==> config.mk <==
export PLATFORM = sky130hd
export DESIGN_NAME = serial_frame_deserializer
export DESIGN_NICKNAME = d
export VERILOG_FILES = /design/src/rtl/serial_frame_deserializer.sv
export SDC_FILE = /design/constraint.sdc
export NUM_CORES = 1
export LEC_CHECK = 0
export CAP_MARGIN = 30
export CORE_MARGIN = 10
export CORE_UTILIZATION = 53
export DETAILED_ROUTE_END_ITERATION = 8
export GPL_TIMING_DRIVEN = 0
export HOLD_SLACK_MARGIN = 0.06
export PLACE_DENSITY = 0.78
export SYNTH_ARGS = -nofsm -noshare
export SYNTH_HDL_FRONTEND = slang
export SYNTH_SLANG_ARGS = --single-unit
==> constraint.sdc <==
create_clock -name clk -period 2.1 [get_ports clk]
set_input_delay 0.525 -clock clk [delete_from_list [all_inputs] [get_ports clk]]
set_output_delay 0.525 -clock clk [all_outputs]
set_load 0.01 [all_outputs]
==> src/rtl/serial_frame_deserializer.sv <==
// -----------------------------------------------------------------------------
// serial_frame_deserializer
//
// Consumes an MSB-first serial bit stream, hunts for a sync pattern, then
// assembles a DATA_W-bit word followed by an even-parity bit. Good words are
// presented through a one-entry valid/ready output buffer.
//
// Ports:
//   clk          - single clock, all state updates on the rising edge
//   reset_n      - synchronous active-low reset
//   serial_in    - serial data bit
//   bit_en       - sample strobe; serial_in consumed only when high
//   data_out     - word held in the output buffer
//   data_valid   - buffer holds an unconsumed word
//   data_ready   - consumer accepts data_out when data_valid && data_ready
//   parity_err   - one-cycle pulse after a frame with bad parity
//   overrun      - sticky flag, set when a good word is dropped (buffer full)
//   locked       - high while receiving payload or parity bit
//   frame_count  - number of good words written into the buffer (mod 256)
// -----------------------------------------------------------------------------
module serial_frame_deserializer #(
    parameter int                DATA_W       = 8,
    parameter int                SYNC_W       = 4,
    parameter logic [SYNC_W-1:0] SYNC_PATTERN = 4'b1011
) (
    input  logic              clk,
    input  logic              reset_n,
    input  logic              serial_in,
    input  logic              bit_en,
    output logic [DATA_W-1:0] data_out,
    output logic              data_valid,
    input  logic              data_ready,
    output logic              parity_err,
    output logic              overrun,
    output logic              locked,
    output logic [7:0]        frame_count
);

    localparam int CNT_W = $clog2(DATA_W + 1);

    typedef enum logic [1:0] {
        HUNT   = 2'd0,
        RECV   = 2'd1,
        PARITY = 2'd2
    } state_t;

    state_t              state_r;
    logic [SYNC_W-1:0]   window_r;
    logic [SYNC_W-1:0]   window_shift_s;
    logic [CNT_W-1:0]    cnt_r;
    logic [DATA_W-1:0]   word_r;
    logic [DATA_W-1:0]   data_out_r;
    logic                data_valid_r;
    logic                parity_err_r;
    logic                overrun_r;
    logic                locked_r;
    logic [7:0]          frame_count_r;

    // True when the payload plus its trailing bit carries even parity.
    function automatic logic even_parity_ok(input logic [DATA_W-1:0] word,
                                            input logic              par_bit);
        return ((^word) ^ par_bit) == 1'b0;
    endfunction

    // Candidate sync window including the bit currently on serial_in.
    assign window_shift_s = {window_r[SYNC_W-2:0], serial_in};

    // Frame FSM, sync window, payload shifter and output buffer.
    always_ff @(posedge clk) begin
        if (!reset_n) begin
            state_r       <= HUNT;
            window_r      <= '0;
            cnt_r         <= '0;
            word_r        <= '0;
            data_out_r    <= '0;
            data_valid_r  <= 1'b0;
            parity_err_r  <= 1'b0;
            overrun_r     <= 1'b0;
            locked_r      <= 1'b0;
            frame_count_r <= 8'd0;
        end else begin
            parity_err_r <= 1'b0;

            // Consumer take: the buffer empties unless refilled on this same
            // edge by the parity branch below (later assignment wins).
            if (data_valid_r && data_ready) begin
                data_valid_r <= 1'b0;
            end

            if (bit_en) begin
                case (state_r)
                    HUNT: begin
                        if (window_shift_s == SYNC_PATTERN) begin
                            state_r  <= RECV;
                            window_r <= '0;
                            cnt_r    <= '0;
                            locked_r <= 1'b1;
                        end else begin
                            window_r <= window_shift_s;
                        end
                    end
                    RECV: begin
                        word_r <= {word_r[DATA_W-2:0], serial_in};
                        cnt_r  <= cnt_r + CNT_W'(1);
                        if (cnt_r == CNT_W'(DATA_W - 1)) begin
                            state_r <= PARITY;
                        end
                    end
                    PARITY: begin
                        state_r  <= HUNT;
                        window_r <= '0;
                        locked_r <= 1'b0;
                        if (!even_parity_ok(word_r, serial_in)) begin
                            parity_err_r <= 1'b1;
                        end else if (!data_valid_r || data_ready) begin
                            data_out_r    <= word_r;
                            data_valid_r  <= 1'b1;
                            frame_count_r <= frame_count_r + 8'd1;
                        end else begin
                            overrun_r <= 1'b1;
                        end
                    end
                    default: begin
                        state_r  <= HUNT;
                        window_r <= '0;
                        cnt_r    <= '0;
                        locked_r <= 1'b0;
                    end
                endcase
            end
        end
    end

    assign data_out    = data_out_r;
    assign data_valid  = data_valid_r;
    assign parity_err  = parity_err_r;
    assign overrun     = overrun_r;
    assign locked      = locked_r;
    assign frame_count = frame_count_r;

endmodule

==> flow_metrics.py, run 1 <==
metrics = {
    "hold_path": {
        "worst_hold_path_type": "reg -> reg",
    },
    "global_routing": {
        "globalRouteOverflowTotal": 0,
        "antenna_found_initial": 0,
        "global_route_wire_length_before_repair_mm": 6.27,
        "largest_net_degree_at_the_start_of_global_routing": 11,
        "first_global_vias": 1360,
        "track_usage_pct": 12.7,
    },
    "sta": {
        "maxSlewViolCount": 0,
        "max_slew_margin_pct": 68.5,
        "period_share_pct": 94.9,
        "final_setup_violation_count": 0,
        "worst-slew-pin-transition_ps": 472,
        "fmax_ghz": 0.502,
        "fin_ws_ps": 107,
        "rsz0062_at_grt": "yes",
        "period_needed_ps": 1990,
        "finClkSkew_ps": 13.9,
        "timing_hold_violations_final": 0,
    },
    "pwr": {
        "pwr-share-clk_pct": 33.1,
        "swShare_pct": 21.9,
        "cellLeakagePower_nw": 0.809,
        "power.internal_uw": 879,
        "p_comb_share_pct": 4.4,
        "sequentialPowerShare_pct": 62.5,
        "ir_drop_v": 0.000406,
        "p_sw_uw": 247,
        "power_dens_cells_mw_per_mm2": 558,
    },
    "setup_path": {
        "endpoint_kind": "register",
        "critical_path.max_fanout": 10,
        "setup.worst_path.start_class": "register",
        "worst_ep_required_time_ps": 2310,
        "timing.critical_path.arrival_ps": 2210,
        "worstSetupPathType": "reg -> reg",
    },
    "clock_tree": {
        "worstSkewPairLatency_ps": 330,
        "numCtsBuffers": 5,
        "cts.clk_slew.worst_paths_ps": 110,
        "cts-htree-levels": 2,
        "cts_tree": "done",
        "cts_sinks": 37,
        "root_buffer": "sky130_fd_sc_hd__clkbuf_4",
        "cts-root-to-sink-buffers": 2,
    },
    "floorplanning": {
        "die_height_um": 76.0,
        "fp.dieW_um": 76.0,
        "rows": 20,
        "floorplan.io_pins": 25,
        "initial_core_utilization_pct": 54.8,
        "design.core.area_sq_mm": 0.00303,
        "fp.dieArea_sq_mm": 0.00577,
    },
    "detailed_routing": {
        "dr.pass1.iters": 4,
        "drc": 0,
        "detailroute.via_count": 1392,
        "drt_wl_total_mm": 3.58,
        "routed_wire_length_per_instance_um": 13.7,
        "via_per_inst": 5.31,
        "drt.antenna.violating_nets": 0,
        "first_iter_violations": 98,
    },
    "place": {
        "instance_count_after_placement_with_tap_cells_included": 254,
        "post_dp_cell_area_sq_mm": 0.00196,
        "port_buf_inserts": 24,
        "place.detailed.hpwl_mm": 2.67,
        "preCtsSetupSlack_ps": -544,
        "place.gp.congestion": 0.779,
    },
    "final_layout": {
        "layout.cells.non_filler": 262,
        "area_growth_syn_to_layout_pct": 21.5,
        "nNetsFinal": 225,
        "end_of_flow_core_utilization_pct": 66.6,
        "postLayoutCellArea_sq_mm": 0.00202,
        "mostFrequentLayoutCells": "sky130_fd_sc_hd__dfxtp_1 (37), sky130_fd_sc_hd__nand2_1 (23), sky130_fd_sc_hd__clkdlybuf4s50_1 (23)",
        "layout_commonest_cell": "sky130_fd_sc_hd__dfxtp_1",
        "drive_above_1_share_pct": 7.34,
        "antenna_cells": 0,
    },
    "outcome": {
        "outcome": "finished, final reports clean",
    },
    "synthesis": {
        "synth_sequential_area_ratio_pct": 44.6,
        "yosys.cell_types.count": 43,
        "syn_area_sq_mm": 0.00166,
        "syn_inst": 186,
        "mappedNetlistNets": 193,
        "syn_area_per_cell_sq_um": 8.93,
        "yosys_register_bits": 37,
        "async_set_or_reset_register_ratio_after_synthesis_pct": 0,
        "post_synth_edffs": 0,
        "most_frequently_used_flop_master_after_synthesis": "sky130_fd_sc_hd__dfxtp_1",
        "synth_warnings": 0,
    },
    "flow_run": {
        "max_cap_viol_count": 0,
    },
}
[synth_stat cells, types with 2 or more instances]
master                     instances  area share (%)
sky130_fd_sc_hd__dfxtp_1          37              45
sky130_fd_sc_hd__nand2_1          23             5.2
sky130_fd_sc_hd__nor2_1           19             4.3
sky130_fd_sc_hd__nand3_1          15             4.5
sky130_fd_sc_hd__mux2i_1          12             7.2
sky130_fd_sc_hd__o21ai_0          12             3.6
sky130_fd_sc_hd__a21oi_1           8             2.4
sky130_fd_sc_hd__clkbuf_1          8             1.8
sky130_fd_sc_hd__nand2b_1          5             1.9
sky130_fd_sc_hd__nor3_1            4             1.2
sky130_fd_sc_hd__inv_1             3            0.68
sky130_fd_sc_hd__xnor2_1           3             1.6
sky130_fd_sc_hd__and2_1            2            0.75
sky130_fd_sc_hd__ha_1              2             1.5
sky130_fd_sc_hd__nand4_1           2            0.75
sky130_fd_sc_hd__nor2b_1           2            0.75
sky130_fd_sc_hd__o31ai_1           2            0.90
sky130_fd_sc_hd__or3_1             2            0.75
[layout make-up]
class	instances	area, sq um
plain buffers	10	42.5
fillers	268	1010
clock buffers	7	55.1
repair buffers	25	246
multi-input cells	136	866
well taps	44	55.1
flip-flops and latches	37	741
inverters	3	11.3
[flip-flops by register name, indices dropped and copies added (netlist names), 2 cells and up]
| signal | count |
|---|---|
| data_out | 8 |
| frame_count | 8 |
| word_r | 8 |
| cnt_r | 4 |
| window_r | 3 |
| state_r | 2 |
[layer usage]
layer  track usage (%)  part of all wire (%)
met5                 0                     0
met1              14.7                    47
met3              4.36                   5.4
met4              5.68                   1.3
met2              20.7                    46
[through the flow]
stage | total power, mW | hold WS (ps) | setup TNS [ps]
3_3_place_gp | 0.768 | 436 | -6450
2_1_floorplan | 0.751 | 436 | 0
6_report | 1.13 | 466 | 0
3_5_place_dp | 0.770 | 454 | -7140
5_1_grt | 1.18 | 487 | -32.8
4_1_cts | 1.14 | 472 | 0
[worst paths after layout]
check                                 start              to  slack [ps]  depth (start not counted)
worst max-delay path              word_r[7]  frame_count[0]         110                          6
worst min-delay path            data_out[7]     data_out[7]         470                          2
worst max register to register    word_r[7]  frame_count[0]         110                          6
worst min register to register  data_out[7]     data_out[7]         470                          2
[critical path: stages (launching register included)]
cell and delay [ps]:
sky130_fd_sc_hd__dfxtp_1 370, sky130_fd_sc_hd__xor3_2 500, sky130_fd_sc_hd__or3_1 410, sky130_fd_sc_hd__mux2i_4 200, sky130_fd_sc_hd__buf_4 210, sky130_fd_sc_hd__xnor2_1 130, sky130_fd_sc_hd__nor2_1 50
[power by group through the flow]
| stage | Combinational (mW) | Clock, mW | Sequential [mW] |
|---|---|---|---|
| after floorplan | 0.0307 | 0 | 0.720 |
| after detailed placement | 0.0493 | 0 | 0.721 |
| after CTS | 0.0487 | 0.384 | 0.704 |
| final | 0.0491 | 0.373 | 0.704 |
| after global routing | 0.0539 | 0.421 | 0.705 |
| after global placement | 0.0477 | 0 | 0.720 |
[kinds of logic (layout without fill, tap and decap cells)]
logic type / after synthesis / after routing / share of synthesized area (%)
buf+inv: 13 / 45 / 3.24
fa+ha+maj: 2 / 2 / 1.51
xor+xnor: 7 / 7 / 6.03
mux: 14 / 14 / 9.27
simple gates: 84 / 84 / 25.0
compound gates: 29 / 29 / 10.3
flops: 37 / 37 / 44.6
[timing repair]
item	CTS	global route
endpoints found under the setup margin	3	3
pin swaps	1	0
hold endpoints to repair	0	0
gates resized for setup	1	0
setup buffers	1	0
hold buffers	0	0
Power figures use the tool's default switching activity.
==> inputs of run 2 (changes only) <==
--- a/config.mk
+++ b/config.mk
@@ -11,6 +11,7 @@
 export DETAILED_ROUTE_END_ITERATION = 8
 export GPL_TIMING_DRIVEN = 0
 export HOLD_SLACK_MARGIN = 0.06
+export MAX_ROUTING_LAYER = met4
 export PLACE_DENSITY = 0.78
 export SYNTH_ARGS = -nofsm -noshare
 export SYNTH_HDL_FRONTEND = slang
==> flow_metrics.py, run 2 (same netlist as run 1, synthesis figures left out) <==
metrics = {
    "floorplanning": {
        "fp.dieW_um": 76.0,
        "design.core.area_sq_mm": 0.00303,
        "fp.dieArea_sq_mm": 0.00577,
        "die_height_um": 76.0,
        "initial_core_utilization_pct": 54.8,
        "rows": 20,
        "floorplan.io_pins": 25,
    },
    "detailed_routing": {
        "drt.antenna.violating_nets": 0,
        "drt_wl_total_mm": 3.59,
        "drc": 0,
        "dr.pass1.iters": 4,
        "via_per_inst": 5.32,
        "detailroute.via_count": 1394,
        "first_iter_violations": 134,
        "routed_wire_length_per_instance_um": 13.7,
    },
    "sta": {
        "final_setup_violation_count": 0,
        "rsz0062_at_grt": "yes",
        "hold_slack_ps": 466,
        "fmax_ghz": 0.503,
        "period_share_pct": 94.8,
        "max_slew_margin_pct": 69.1,
        "finClkSkew_ps": 11.1,
        "period_needed_ps": 1990,
        "worst-slew-pin-transition_ps": 464,
        "timing_hold_violations_final": 0,
        "maxSlewViolCount": 0,
    },
    "clock_tree": {
        "worstSkewPairLatency_ps": 330,
        "cts-root-to-sink-buffers": 2,
        "cts.clk_slew.worst_paths_ps": 100,
        "cts_tree": "done",
        "numCtsBuffers": 5,
        "cts-htree-levels": 2,
        "cts_sinks": 37,
        "root_buffer": "sky130_fd_sc_hd__clkbuf_4",
    },
    "global_routing": {
        "track_usage_pct": 13.1,
        "antenna_found_initial": 0,
        "globalRouteOverflowTotal": 0,
        "global_route_wire_length_before_repair_mm": 6.29,
        "first_global_vias": 1354,
        "largest_net_degree_at_the_start_of_global_routing": 11,
    },
    "setup_path": {
        "endpoint_kind": "register",
        "timing.critical_path.arrival_ps": 2210,
        "worst_ep_required_time_ps": 2320,
        "worstSetupPathType": "reg -> reg",
        "ff2ff_path_depth": 6,
        "critical_path.max_fanout": 10,
        "setup.worst_path.start_class": "register",
    },
    "pwr": {
        "power_dens_cells_mw_per_mm2": 559,
        "ir_drop_v": 0.000406,
        "cellLeakagePower_nw": 0.809,
    },
    "final_layout": {
        "drive_above_1_share_pct": 7.34,
        "layout_commonest_cell": "sky130_fd_sc_hd__dfxtp_1",
        "antenna_cells": 0,
        "postLayoutCellArea_sq_mm": 0.00202,
        "nNetsFinal": 225,
        "mostFrequentLayoutCells": "sky130_fd_sc_hd__dfxtp_1 (37), sky130_fd_sc_hd__nand2_1 (23), sky130_fd_sc_hd__clkdlybuf4s50_1 (23)",
        "area_growth_syn_to_layout_pct": 21.5,
    },
    "flow_run": {
        "max_cap_viol_count": 0,
    },
    "hold_path": {
        "hold-path-cell-count": 2,
        "worst_hold_path_type": "reg -> reg",
    },
    "outcome": {
        "outcome": "finished, final reports clean",
    },
    "place": {
        "place.detailed.hpwl_mm": 2.67,
        "place.gp.congestion": 0.789,
        "port_buf_inserts": 24,
        "post_dp_cell_area_sq_mm": 0.00196,
    },
}
-- run 2: worst paths after layout --
check                                  from        endpoint  slack, ps
worst max-delay path              word_r[7]  frame_count[0]        110
worst min-delay path            data_out[7]     data_out[7]        470
worst max register to register    word_r[7]  frame_count[0]        110
worst min register to register  data_out[7]     data_out[7]        470
-- run 2: final cells by class --
class / count / area [sq um]
buffer: 10 / 42.5
clock buffer: 7 / 55.1
fill: 268 / 1010
inverter: 3 / 11.3
multi-input combinational: 136 / 866
sequential: 37 / 741
tap: 44 / 55.1
timing repair buffer: 25 / 246
-- run 2: per-layer routing --
metal	GRT usage, %	share of wire [%]
met5	-	0
met4	5.68	2.0
met3	4.13	4.3
met2	20.7	45
met1	15.0	49
-- run 2: worst max-delay path, cell delays in order (launching register included) --
cell                      delay [ps]
sky130_fd_sc_hd__dfxtp_1         370
sky130_fd_sc_hd__xor3_2          500
sky130_fd_sc_hd__or3_1           410
sky130_fd_sc_hd__mux2i_4         200
sky130_fd_sc_hd__buf_4           210
sky130_fd_sc_hd__xnor2_1         130
sky130_fd_sc_hd__nor2_1           50
-- run 2: timing repair --
action,CTS,global route
hold buffers,0,0
resized for setup,1,0
setup buffers,1,0
pin swaps,1,0
setup endpoints to repair,3,3
-- run 2: through the flow --
step	setup TNS [ps]	utilization, %	std cells	total power, mW	worst slack [ps]
after global placement	-6450	64.6	254	0.768	-517
final	0	66.6	262	1.13	110
after CTS	0	66.6	262	1.14	100
after floorplan	0	-	186	0.751	129
after global routing	-32.6	66.6	262	1.18	-14.9
after detailed placement	-7140	64.6	254	0.770	-544
-- run 2: where the power goes --
| part | internal (mW) | switching [mW] |
|---|---|---|
| registers | 0.703 | 0.00123 |
| clock network | 0.158 | 0.216 |
| logic | 0.0181 | 0.0310 |
| total | 0.879 | 0.248 |
==> inputs of run 3 (changes only) <==
--- a/config.mk
+++ b/config.mk
@@ -6,13 +6,14 @@
 export NUM_CORES = 1
 export LEC_CHECK = 0
 export CAP_MARGIN = 30
-export CORE_MARGIN = 10
+export CORE_MARGIN = 3
 export CORE_UTILIZATION = 53
 export DETAILED_ROUTE_END_ITERATION = 8
 export GPL_TIMING_DRIVEN = 0
 export HOLD_SLACK_MARGIN = 0.06
 export MAX_ROUTING_LAYER = met4
 export PLACE_DENSITY = 0.78
+export SKIP_LAST_GASP = 1
 export SYNTH_ARGS = -nofsm -noshare
 export SYNTH_HDL_FRONTEND = slang
 export SYNTH_SLANG_ARGS = --single-unit
==> flow_metrics.py, run 3 (same netlist as run 1, synthesis figures left out) <==
metrics = {
    "outcome": {
        "outcome": "finished, final reports clean",
    },
    "floorplanning": {
        "die_height_um": 62.0,
        "design.core.area_sq_mm": 0.00288,
        "rows": 19,
        "fp.dieW_um": 62.0,
        "floorplan.io_pins": 25,
        "fp.dieArea_sq_mm": 0.00384,
        "initial_core_utilization_pct": 57.7,
    },
    "pwr": {
        "cellLeakagePower_nw": 0.811,
        "ir_drop_v": 0.000563,
        "power_dens_cells_mw_per_mm2": 558,
    },
    "setup_path": {
        "timing.critical_path.arrival_ps": 2260,
        "worstSetupPathType": "reg -> reg",
        "setup.worst_path.start_class": "register",
        "worst_ep_required_time_ps": 2370,
        "critical_path.max_fanout": 9,
        "endpoint_kind": "register",
    },
    "global_routing": {
        "global_route_wire_length_before_repair_mm": 5.75,
        "antenna_found_initial": 0,
        "track_usage_pct": 21.3,
        "globalRouteOverflowTotal": 0,
        "largest_net_degree_at_the_start_of_global_routing": 11,
        "first_global_vias": 1344,
    },
    "place": {
        "instance_count_after_placement_with_tap_cells_included": 252,
        "place.detailed.hpwl_mm": 2.51,
        "port_buf_inserts": 24,
        "place.gp.congestion": 0.791,
        "post_dp_cell_area_sq_mm": 0.00195,
    },
    "sta": {
        "maxSlewViolCount": 0,
        "hold_slack_ps": 471,
        "max_slew_margin_pct": 67.9,
        "final_setup_violation_count": 0,
        "timing_hold_violations_final": 0,
        "finClkSkew_ps": 9.42,
        "worst-slew-pin-transition_ps": 482,
        "period_share_pct": 94.8,
        "fmax_ghz": 0.502,
        "period_needed_ps": 1990,
        "rsz0062_at_grt": "yes",
    },
    "detailed_routing": {
        "drt_wl_total_mm": 3.41,
        "drt.antenna.violating_nets": 0,
        "first_iter_violations": 84,
        "via_per_inst": 5.37,
        "detailroute.via_count": 1395,
        "dr.pass1.iters": 4,
        "drc": 0,
        "routed_wire_length_per_instance_um": 13.1,
    },
    "final_layout": {
        "postLayoutCellArea_sq_mm": 0.00202,
        "multi_input_comb_area_sq_um": 868,
        "antenna_cells": 0,
        "nNetsFinal": 225,
        "sequential_cell_area_sq_um": 743,
        "drive_above_1_share_pct": 8.72,
        "mostFrequentLayoutCells": "sky130_fd_sc_hd__dfxtp_1 (35), sky130_fd_sc_hd__clkdlybuf4s50_1 (23), sky130_fd_sc_hd__nand2_1 (22)",
        "layout_commonest_cell": "sky130_fd_sc_hd__dfxtp_1",
        "final.fill_count": 237,
        "area_growth_syn_to_layout_pct": 21.6,
        "layout.cells.non_filler": 260,
    },
    "clock_tree": {
        "root_buffer": "sky130_fd_sc_hd__clkbuf_4",
        "cts.clk_slew.worst_paths_ps": 100,
        "cts-htree-levels": 2,
        "cts_tree": "done",
        "numCtsBuffers": 5,
        "cts_sinks": 37,
        "worstSkewPairLatency_ps": 340,
        "cts-root-to-sink-buffers": 2,
    },
    "hold_path": {
        "worst_hold_path_type": "reg -> reg",
    },
    "flow_run": {
        "max_cap_viol_count": 0,
    },
}
run 3: worst max-delay path, cell delays in order (launching register included):
cell and delay, ps:
sky130_fd_sc_hd__dfxtp_2 380, sky130_fd_sc_hd__xor2_1 180, sky130_fd_sc_hd__xnor3_2 490, sky130_fd_sc_hd__xnor2_2 230
sky130_fd_sc_hd__or4_1 500, sky130_fd_sc_hd__a21oi_1 150
run 3: what timing repair did:
| item | CTS | global route |
|---|---|---|
| hold buffers | 0 | 0 |
| setup endpoints to repair | 3 | 2 |
| resized for setup | 1 | 3 |
| pin swaps | 1 | 0 |
| buffers inserted | 1 | 0 |
run 3: where the power goes:
group / internal (mW) / switching (mW) / total, mW
logic: 0.0181 / 0.0313 / 0.0494
registers: 0.703 / 0.00143 / 0.705
clock network: 0.158 / 0.215 / 0.373
total: 0.879 / 0.248 / 1.13
run 3: path summary, 6_finish.rpt:
path,slack (ps),from,cells after the start,endpoint
setup / recovery,110,word_r[1],5,frame_count[7]
setup reg to reg,110,word_r[1],5,frame_count[7]
hold reg to reg,470,data_out[7],2,data_out[7]
hold / removal,470,data_out[7],2,data_out[7]
run 3: layout make-up:
| type | count | area share [%] |
|---|---|---|
| Timing Repair Buffer | 25 | 12.2 |
| Clock buffer | 7 | 2.73 |
| Tap cell | 42 | 2.60 |
| Sequential cell | 37 | 36.8 |
| Inverter | 3 | 0.558 |
| Buffer | 10 | 2.11 |
| Multi-Input combinational cell | 136 | 43.0 |
run 3: metal layers:
metal / share of wire (%) / GRT usage, % / vias up
met5: 0 / - / -
met4: 1.7 / 8.48 / 0
met3: 3.8 / 6.20 / 4
met2: 47 / 32.7 / 30
met1: 48 / 26.3 / 644
li1: - / - / 717
run 3: metrics by stage:
step                      TNS (ps)  power, mW  utilization [%]  worst slack (ps)
after floorplan                  0      0.751                -               129
after detailed placement     -7250      0.770             67.9              -547
final                            0       1.13             70.2               108
after CTS                        0       1.14             70.0              70.8
after global routing         -5.48       1.17             70.2             -5.48
after global placement       -6400      0.768             67.9              -513
